[src/rtl/nibble_serial_adder.sv]
// nibble_serial_adder: multi-cycle WIDTH-bit add/subtract unit. One 4-bit slice per clock goes
// through a 4-bit carry-lookahead slice, and the carry is registered between slices.
//
// Ports:
//   clk       - clock, rising edge
//   rst       - synchronous active-high reset
//   in_valid  - operands presented
//   in_ready  - operands accepted (IDLE and rst low)
//   a, b      - WIDTH-bit operands
//   cin       - carry-in for add; ignored for subtract
//   sub       - 0: a+b+cin, 1: a-b (a+~b+1)
//   out_valid - result valid (DONE)
//   out_ready - consumer accepts result
//   sum       - registered WIDTH-bit result
//   cout      - carry out of MSB (for subtract, 1 means no borrow)
//   overflow  - two's-complement signed overflow
module nibble_serial_adder #(
  parameter int unsigned WIDTH = 16
) (
  input  logic             clk,
  input  logic             rst,
  input  logic             in_valid,
  output logic             in_ready,
  input  logic [WIDTH-1:0] a,
  input  logic [WIDTH-1:0] b,
  input  logic             cin,
  input  logic             sub,
  output logic             out_valid,
  input  logic             out_ready,
  output logic [WIDTH-1:0] sum,
  output logic             cout,
  output logic             overflow
);

  localparam int unsigned NIBBLES = WIDTH / 4;
  localparam int unsigned IdxW = (NIBBLES > 1) ? $clog2(NIBBLES) : 1;
  localparam logic [IdxW-1:0] LastIdx = IdxW'(NIBBLES - 1);

  typedef enum logic [1:0] {StIdle, StRun, StDone} state_e;

  state_e           state_q, state_d;
  logic [WIDTH-1:0] op_a_q, op_a_d;
  logic [WIDTH-1:0] op_b_q, op_b_d;
  logic             carry_q, carry_d;
  logic [IdxW-1:0]  idx_q, idx_d;
  logic [WIDTH-1:0] sum_q, sum_d;
  logic             cout_q, cout_d;
  logic             ovf_q, ovf_d;

  // Current slice and its carry-lookahead result.
  logic [3:0] nib_a, nib_b, nib_g, nib_p, nib_c, nib_sum;
  logic       nib_cout;

  always_comb begin
    nib_a = op_a_q[{idx_q, 2'b00} +: 4];
    nib_b = op_b_q[{idx_q, 2'b00} +: 4];
    nib_g = nib_a & nib_b;
    nib_p = nib_a ^ nib_b;
    nib_c[0] = carry_q;
    nib_c[1] = nib_g[0] | (nib_p[0] & carry_q);
    nib_c[2] = nib_g[1] | (nib_p[1] & nib_g[0]) | (nib_p[1] & nib_p[0] & carry_q);
    nib_c[3] = nib_g[2] | (nib_p[2] & nib_g[1]) | (nib_p[2] & nib_p[1] & nib_g[0])
             | (nib_p[2] & nib_p[1] & nib_p[0] & carry_q);
    nib_cout = nib_g[3] | (nib_p[3] & nib_g[2]) | (nib_p[3] & nib_p[2] & nib_g[1])
             | (nib_p[3] & nib_p[2] & nib_p[1] & nib_g[0]) | ((&nib_p) & carry_q);
    nib_sum  = nib_p ^ nib_c;
  end

  always_comb begin
    state_d = state_q;
    op_a_d  = op_a_q;
    op_b_d  = op_b_q;
    carry_d = carry_q;
    idx_d   = idx_q;
    sum_d   = sum_q;
    cout_d  = cout_q;
    ovf_d   = ovf_q;
    unique case (state_q)
      StIdle: begin
        if (in_valid) begin
          op_a_d  = a;
          // Inversion covers the full width before slicing.
          op_b_d  = sub ? ~b : b;
          carry_d = sub ? 1'b1 : cin;
          idx_d   = '0;
          sum_d   = '0;
          state_d = StRun;
        end
      end
      StRun: begin
        sum_d[{idx_q, 2'b00} +: 4] = nib_sum;
        carry_d = nib_cout;
        idx_d   = idx_q + 1'b1;
        if (idx_q == LastIdx) begin
          idx_d   = '0;
          cout_d  = nib_cout;
          ovf_d   = (op_a_q[WIDTH-1] == op_b_q[WIDTH-1]) && (nib_sum[3] != op_a_q[WIDTH-1]);
          state_d = StDone;
        end
      end
      StDone: begin
        if (out_ready) state_d = StIdle;
      end
      default: state_d = StIdle;
    endcase
  end

  always_ff @(posedge clk) begin
    if (rst) begin
      state_q <= StIdle;
      op_a_q  <= '0;
      op_b_q  <= '0;
      carry_q <= 1'b0;
      idx_q   <= '0;
      sum_q   <= '0;
      cout_q  <= 1'b0;
      ovf_q   <= 1'b0;
    end else begin
      state_q <= state_d;
      op_a_q  <= op_a_d;
      op_b_q  <= op_b_d;
      carry_q <= carry_d;
      idx_q   <= idx_d;
      sum_q   <= sum_d;
      cout_q  <= cout_d;
      ovf_q   <= ovf_d;
    end
  end

  // Handshake outputs come from the state register only; rst masks in_ready.
  assign in_ready  = (state_q == StIdle) && !rst;
  assign out_valid = (state_q == StDone);
  assign sum       = sum_q;
  assign cout      = cout_q;
  assign overflow  = ovf_q;

endmodule

[config.mk]
export PLATFORM = sky130hd
export DESIGN_NAME = nibble_serial_adder
export DESIGN_NICKNAME = d
export VERILOG_FILES = /design/src/rtl/nibble_serial_adder.sv
export SDC_FILE = /design/constraint.sdc
export NUM_CORES = 1
export LEC_CHECK = 0
export CORE_MARGIN = 8
export CORE_UTILIZATION = 50
export DETAILED_ROUTE_END_ITERATION = 8
export MAX_ROUTING_LAYER = met4
export PLACE_DENSITY_LB_ADDON = 0.12
export SYNTH_ARGS = -nofsm -noshare
export SYNTH_HDL_FRONTEND = slang
export SYNTH_SLANG_ARGS = --single-unit
[constraint.sdc]
create_clock -name clk -period 3.9 [get_ports clk]
set_clock_uncertainty 0.2 [all_clocks]
set_input_delay 0.975 -clock clk [delete_from_list [all_inputs] [get_ports clk]]
set_output_delay 0.975 -clock clk [all_outputs]
set_load 0.05 [all_outputs]
==> results of run 1 <==
==> final timing paths <==
path	endpoint	start
worst max-delay path	out_valid	state_q[1]
worst min-delay path	op_a_q[1]	op_a_q[1]
worst min register to register	op_a_q[1]	op_a_q[1]
worst max register to register	carry_q	idx_q[0]
==> layout make-up <==
cell class | count | area [um^2] | share of cell area (%)
Multi-Input combinational cell | 207 | 1443 | 43.41
Sequential cell | 55 | 1101 | 33.13
Timing Repair Buffer | 62 | 600.6 | 18.07
Tap cell | 70 | 87.58 | 2.636
Clock buffer | 6 | 72.57 | 2.184
Inverter | 5 | 18.77 | 0.5648
==> worst min-delay path, stage by stage (launching register included) <==
cell	delay, ps
dfxtp_1	320
nand2_1	50
a21oi_1	50
==> state kept, by name, summed over array words and instances (netlist names) <==
| signal | flops |
|---|---|
| carry_q | 1 |
| cout | 1 |
| idx_q | 2 |
| op_a_q | 16 |
| op_b_q | 16 |
| overflow | 1 |
| state_q | 2 |
| sum | 16 |
==> power groups by stage <==
stage / Clock (mW) / Combinational, mW / Sequential, mW
2_1_floorplan: 0 / 0.158 / 0.627
3_3_place_gp: 0 / 0.234 / 0.630
3_5_place_dp: 0 / 0.238 / 0.630
4_1_cts: 0.299 / 0.239 / 0.617
5_1_grt: 0.323 / 0.264 / 0.621
6_report: 0.288 / 0.238 / 0.617
==> metal layers <==
metal / vias up / part of all wire, %
met1: 988 / 49
li1: 1103 / -
met2: 45 / 47
met3: 4 / 4.1
met4: 0 / 0.54
met5: - / 0
==> cell families after synthesis <==
family                     after synthesis  share of synthesized area [%]
DFF                                     55                          41.45
AOI/OAI and AO/OA                       67                          16.58
buffers and inverters                   26                          4.474
adders and majority gates               10                          4.993
and+or+nand+nor                        104                          19.78
xor gates and xnor gates                18                          5.935
muxes                                    8                          6.783
==> layout by cell type (no fill, tap or decap), types with 2 or more instances in the layout <==
| master | Yosys | routed |
|---|---|---|
| clkbuf_8 | 0 | 5 |
| xnor2_1 | 16 | 16 |
| a31oi_1 | 2 | 2 |
| xor2_1 | 2 | 2 |
| clkdlybuf4s50_1 | 0 | 55 |
| or3b_1 | 2 | 2 |
| dfxtp_1 | 55 | 55 |
| nand2_1 | 43 | 43 |
| nor2b_1 | 3 | 3 |
| a21oi_1 | 24 | 24 |
| and3b_1 | 2 | 2 |
| o31ai_1 | 2 | 2 |
| nand3b_1 | 2 | 2 |
| buf_4 | 2 | 6 |
| a211oi_1 | 19 | 19 |
| inv_1 | 4 | 4 |
| a21o_1 | 5 | 5 |
| a22oi_1 | 9 | 9 |
| nor2_1 | 32 | 32 |
| nand4_1 | 5 | 5 |
| nor3_1 | 2 | 2 |
| nand3_1 | 2 | 2 |
| ha_1 | 9 | 9 |
| nand2b_1 | 2 | 2 |
| mux4_2 | 8 | 8 |
==> Yosys cell counts (2+ instances only) <==
cell      number
a211oi_1      19
a21o_1         5
a21oi_1       24
a22oi_1        9
a31oi_1        2
and3b_1        2
buf_2         11
buf_4          2
clkbuf_1       7
dfxtp_1       55
ha_1           9
inv_1          4
mux4_2         8
nand2_1       43
nand2b_1       2
nand3_1        2
nand3b_1       2
nand4_1        5
nor2_1        32
nor2b_1        3
nor3_1         2
o31ai_1        2
or3b_1         2
xnor2_1       16
xor2_1         2
==> metrics.txt, run 1 <==
status finished clean; Post-DP HPWL 4.502 mm; Clock Path Buffers 2; layout cells sized above 1 8.657%; routability cong. 0.8323; Chip Width 88.89 um; DRC 0; Crit-path slowest cell clkdlybuf4s50_1; Worst-Skew Late Latency 300 ps; hold buffer count at cts 0; pwr/cell area 343.9 nW/um^2; Worst IR Drop VDD 0.2418 mV; final setup margin 786.5 ps; Fillers 462; largest net degree at the start of global routing 58; Syn Area/Cell 9.223 um^2; Final Hold Fails 0; Least-Margin Pin Slew 569.8 ps; synthesized area 2656 um^2; Sw Pwr 0.3168 mW; CTS sink cnt 55; Post-Syn Instances 288; # diodes 0; final worst-path cycle share 79.83%; Hold Crit Class reg -> reg; Primary FF master, synth dfxtp_1; GR Overflow Total 0; Max stage delay on crit path 820 ps; largest cells by area after synthesis dfxtp_1 41%, mux4_2 6.8%, nand2_1 6.1%; Slew HR 62.01%; CTS clk-pin slew, worst paths 90 ps; Buf/Inv on CP 1; Hold Path Stages 2; CP Cell Sequence nor2b_1, clkdlybuf4s50_1; Core ar. 5107 um^2; CTS tree yes; Reg power frac 54.0%; LEAKAGE 1.201 nW; CP Max Fanout 11; PortBufs 57; Root Buffer clkbuf_8; Initial Util 52.01%; Overall Global Routing Usage 16.39%; sequential area share after synthesis 41.45%; Routed WL 5.956 mm; via/cell ratio 5.284; Worst Reg-to-Reg Cells 7; Clock Power Share 25.2%; Post-CTS Setup Bufs 0; Core Rows 26; worst path arrival time 1940 ps; fin util 65.07%; first-pass GRT wire length 10.01 mm; busiest grt layer met2; met2 Use GR 25.54%; Post-synth EDFFs 0; Finished Layout Cells 405; Area growth syn-to-layout 25.11%; Final Setup Violations 0; post_cts resized 0; Slew Limit Fails 0; Pre-antenna DRT Iters 4; Cell Int Power 0.8260 mW; Crit path depth 2; placed insts 399; vias in the first global route 2098; die height 88.89 um; final net count 384; Via Count 2140; M3 GR Usage 3.157%; minimum clock period 3114 ps; Synth async-reset ratio 0%; sw frac 27.72%; Critical Path RT 2720 ps; total CTS buffers 5; Die Area 7901 um^2; final hold slack 256.0 ps; IO Count 58; wire per inst 14.71 um; post-synth top area cell dfxtp_1; DR iter-0 viols 146; TNS Setup 0 ps; RSZ-0062 raised after global routing no; syn nets 336; Placement Setup Slack 899.6 ps; Crit Path Class reg -> out; Total Power 1.143 mW; grt met1 use 21.13%; R2R Setup Slk 910 ps; htree depth 2; Final ANT Viol Nets 0; area share of the largest cell type after synthesis 41.45%; Max Clk Rate 321.2 MHz; Crit. End Element primary output; total of max-cap violations 0; Setup crit start kind register; Yosys cell types 43; Final Instance Area 3323 um^2; number of warnings issued by yosys 0; Synth Register Bits 55; critical path's top delay family buffers and inverters; Placed Area 3251 um^2; Combinational Power Share 20.9%; initial antenna violation count 0
(Power assumes the default switching activity.)
==> run 2: changes to the inputs <==
--- a/config.mk
+++ b/config.mk
@@ -6,7 +6,7 @@
 export NUM_CORES = 1
 export LEC_CHECK = 0
 export CORE_MARGIN = 8
-export CORE_UTILIZATION = 50
+export CORE_UTILIZATION = 45
 export DETAILED_ROUTE_END_ITERATION = 8
 export MAX_ROUTING_LAYER = met4
 export PLACE_DENSITY_LB_ADDON = 0.12
==> constraint.sdc (replaced) <==
create_clock -name clk -period 2.52 [get_ports clk]
set_clock_uncertainty 0.2 [all_clocks]
set_input_delay 0.63 -clock clk [delete_from_list [all_inputs] [get_ports clk]]
set_output_delay 0.63 -clock clk [all_outputs]
set_load 0.05 [all_outputs]
==> metrics.txt, run 2 (synthesis results as in run 1) <==
Worst Reg-to-Reg Cells 7; Crit-path slowest cell mux4_2; vias in the first global route 2231; CTS sink cnt 55; Crit Path Class reg -> reg; routability cong. 0.8509; RR Startpoint idx_q[0]; most common cell after layout, fill and taps aside clkdlybuf4s50_1; hold path endpoint op_a_q[8]; Fillers 527; via/cell ratio 5.213; Core ar. 5816 um^2; Via Count 2226; Slew HR 61.04%; IO Count 58; LEAKAGE 1.323 nW; Buf/Inv on CP 1; Crit. End Element register; Final Instance Area 3602 um^2; final worst-path cycle share 97.63%; Final ANT Viol Nets 0; total CTS buffers 5; final hold slack 261.3 ps; Hold Crit Class reg -> reg; largest net degree at the start of global routing 58; DR iter-0 viols 126; Final Hold Fails 0; # diodes 0; Max Clk Rate 406.4 MHz; pwr/cell area 555.5 nW/um^2; Least-Margin Pin Slew 584.4 ps; Reg power frac 47.6%; CTS clk-pin slew, worst paths 100 ps; PortBufs 57; sw frac 27.12%; Hold Path Stages 2; hold_sp op_a_q[8]; final net count 399; Post-DP HPWL 4.802 mm; Placement Setup Slack -20.99 ps; Core Rows 28; initial antenna violation count 0; Pre-antenna DRT Iters 4; Clock Path Buffers 2; minimum clock period 2460 ps; htree depth 2; RR Endpoint carry_q; CP Max Fanout 6; Worst-Skew Late Latency 300 ps; layout cells sized above 1 17.33%; Slew Limit Fails 0; Routed WL 6.450 mm; CP Cell Sequence buf_4, mux4_2, ha_4, a21o_1, nand2_1, and3b_2, a2111oi_2; Setup crit start kind register; placed insts 418; Area growth syn-to-layout 35.61%; hold buffer count at cts 0; GR Overflow Total 0; final setup margin 59.66 ps; Critical Path RT 2530 ps; Die Area 8617 um^2; die height 92.83 um; Overall Global Routing Usage 15.55%; CTS tree yes; Chip Width 92.83 um; worst path arrival time 2470 ps; Placed Area 3395 um^2; Combinational Power Share 22.1%; Register Area 1109 um^2; commonest non-fill, non-tap cells in the layout 54 x clkdlybuf4s50_1, 53 x dfxtp_1, 43 x nand2_1; Sw Pwr 0.5426 mW; total of max-cap violations 0; Final Setup Violations 0; R2R Setup Slk 60 ps; first-pass GRT wire length 10.74 mm; Root Buffer clkbuf_8; Finished Layout Cells 427; Cell Int Power 1.458 mW; Max stage delay on crit path 520 ps; Worst IR Drop VDD 0.2964 mV; DRC 0; Clock Power Share 30.3%; Initial Util 45.68%; wire per inst 15.11 um; status finished clean; multi-input logic area 1520 um^2; critical path's top delay family multiplexers
[run 2: area by class of cell]
class                           instances  area share, %
Tap cell                               75          2.605
Inverter                                5         0.5210
Clock buffer                            6          2.292
Clock inverter                          2         0.9726
Timing Repair Buffer                   77          20.63
Multi-Input combinational cell        207          42.20
Sequential cell                        55          30.77
[run 2: power by group through the flow]
stage / registers (mW) / logic (mW) / clock network [mW]
3_3_place_gp: 0.976 / 0.402 / 0
6_report: 0.953 / 0.441 / 0.606
2_1_floorplan: 0.970 / 0.249 / 0
5_1_grt: 0.960 / 0.480 / 0.643
4_1_cts: 0.955 / 0.414 / 0.612
3_5_place_dp: 0.975 / 0.410 / 0
[run 2: per-layer routing]
layer	GRT usage, %	part of all wire (%)	vias to the layer above
met2	25.68	49	51
met4	4.295	1.5	0
met3	3.722	4.4	7
met5	-	0	-
met1	18.40	46	1032
li1	-	-	1136
[run 2: worst min-delay path, stage by stage (launching register included)]
cell and delay (ps):
dfxtp_1 320, nand2_1 50, a21oi_1 50
[run 2: repair_timing]
item | CTS | global route
hold endpoints to repair | 0 | 0
gates cloned | 0 | 0
setup buffers | 0 | 1
pin swaps | 0 | 6
gates resized for setup | 2 | 13
endpoints found under the setup margin | 2 | 3
[run 2: worst max-delay path by stage]
stage,slack (ps),startpoint,cells after the start,end
2_1_floorplan,-70,idx_q[1],8,carry_q
3_3_place_gp,90,idx_q[0],6,overflow
3_5_place_dp,-20,idx_q[1],7,carry_q
4_1_cts,10,idx_q[0],7,overflow
5_1_grt,-20,idx_q[0],7,carry_q
6_report,60,idx_q[0],7,carry_q
[run 2: metrics by stage]
stage,power [mW],TNS (ps),utilization [%]
after floorplan,1.219,-99.07,-
after global placement,1.377,0,58.37
after detailed placement,1.385,-20.99,58.37
after CTS,1.980,0,60.46
after global routing,2.083,-20.70,61.94
final,2.001,0,61.94
==> run 3: changes to the inputs <==
--- a/config.mk
+++ b/config.mk
@@ -5,6 +5,7 @@
 export SDC_FILE = /design/constraint.sdc
 export NUM_CORES = 1
 export LEC_CHECK = 0
+export CAP_MARGIN = 0
 export CORE_MARGIN = 8
 export CORE_UTILIZATION = 45
 export DETAILED_ROUTE_END_ITERATION = 8
==> results of run 3 <==
Same layout as run 2: the final DEF is identical, and so are final timing and power.
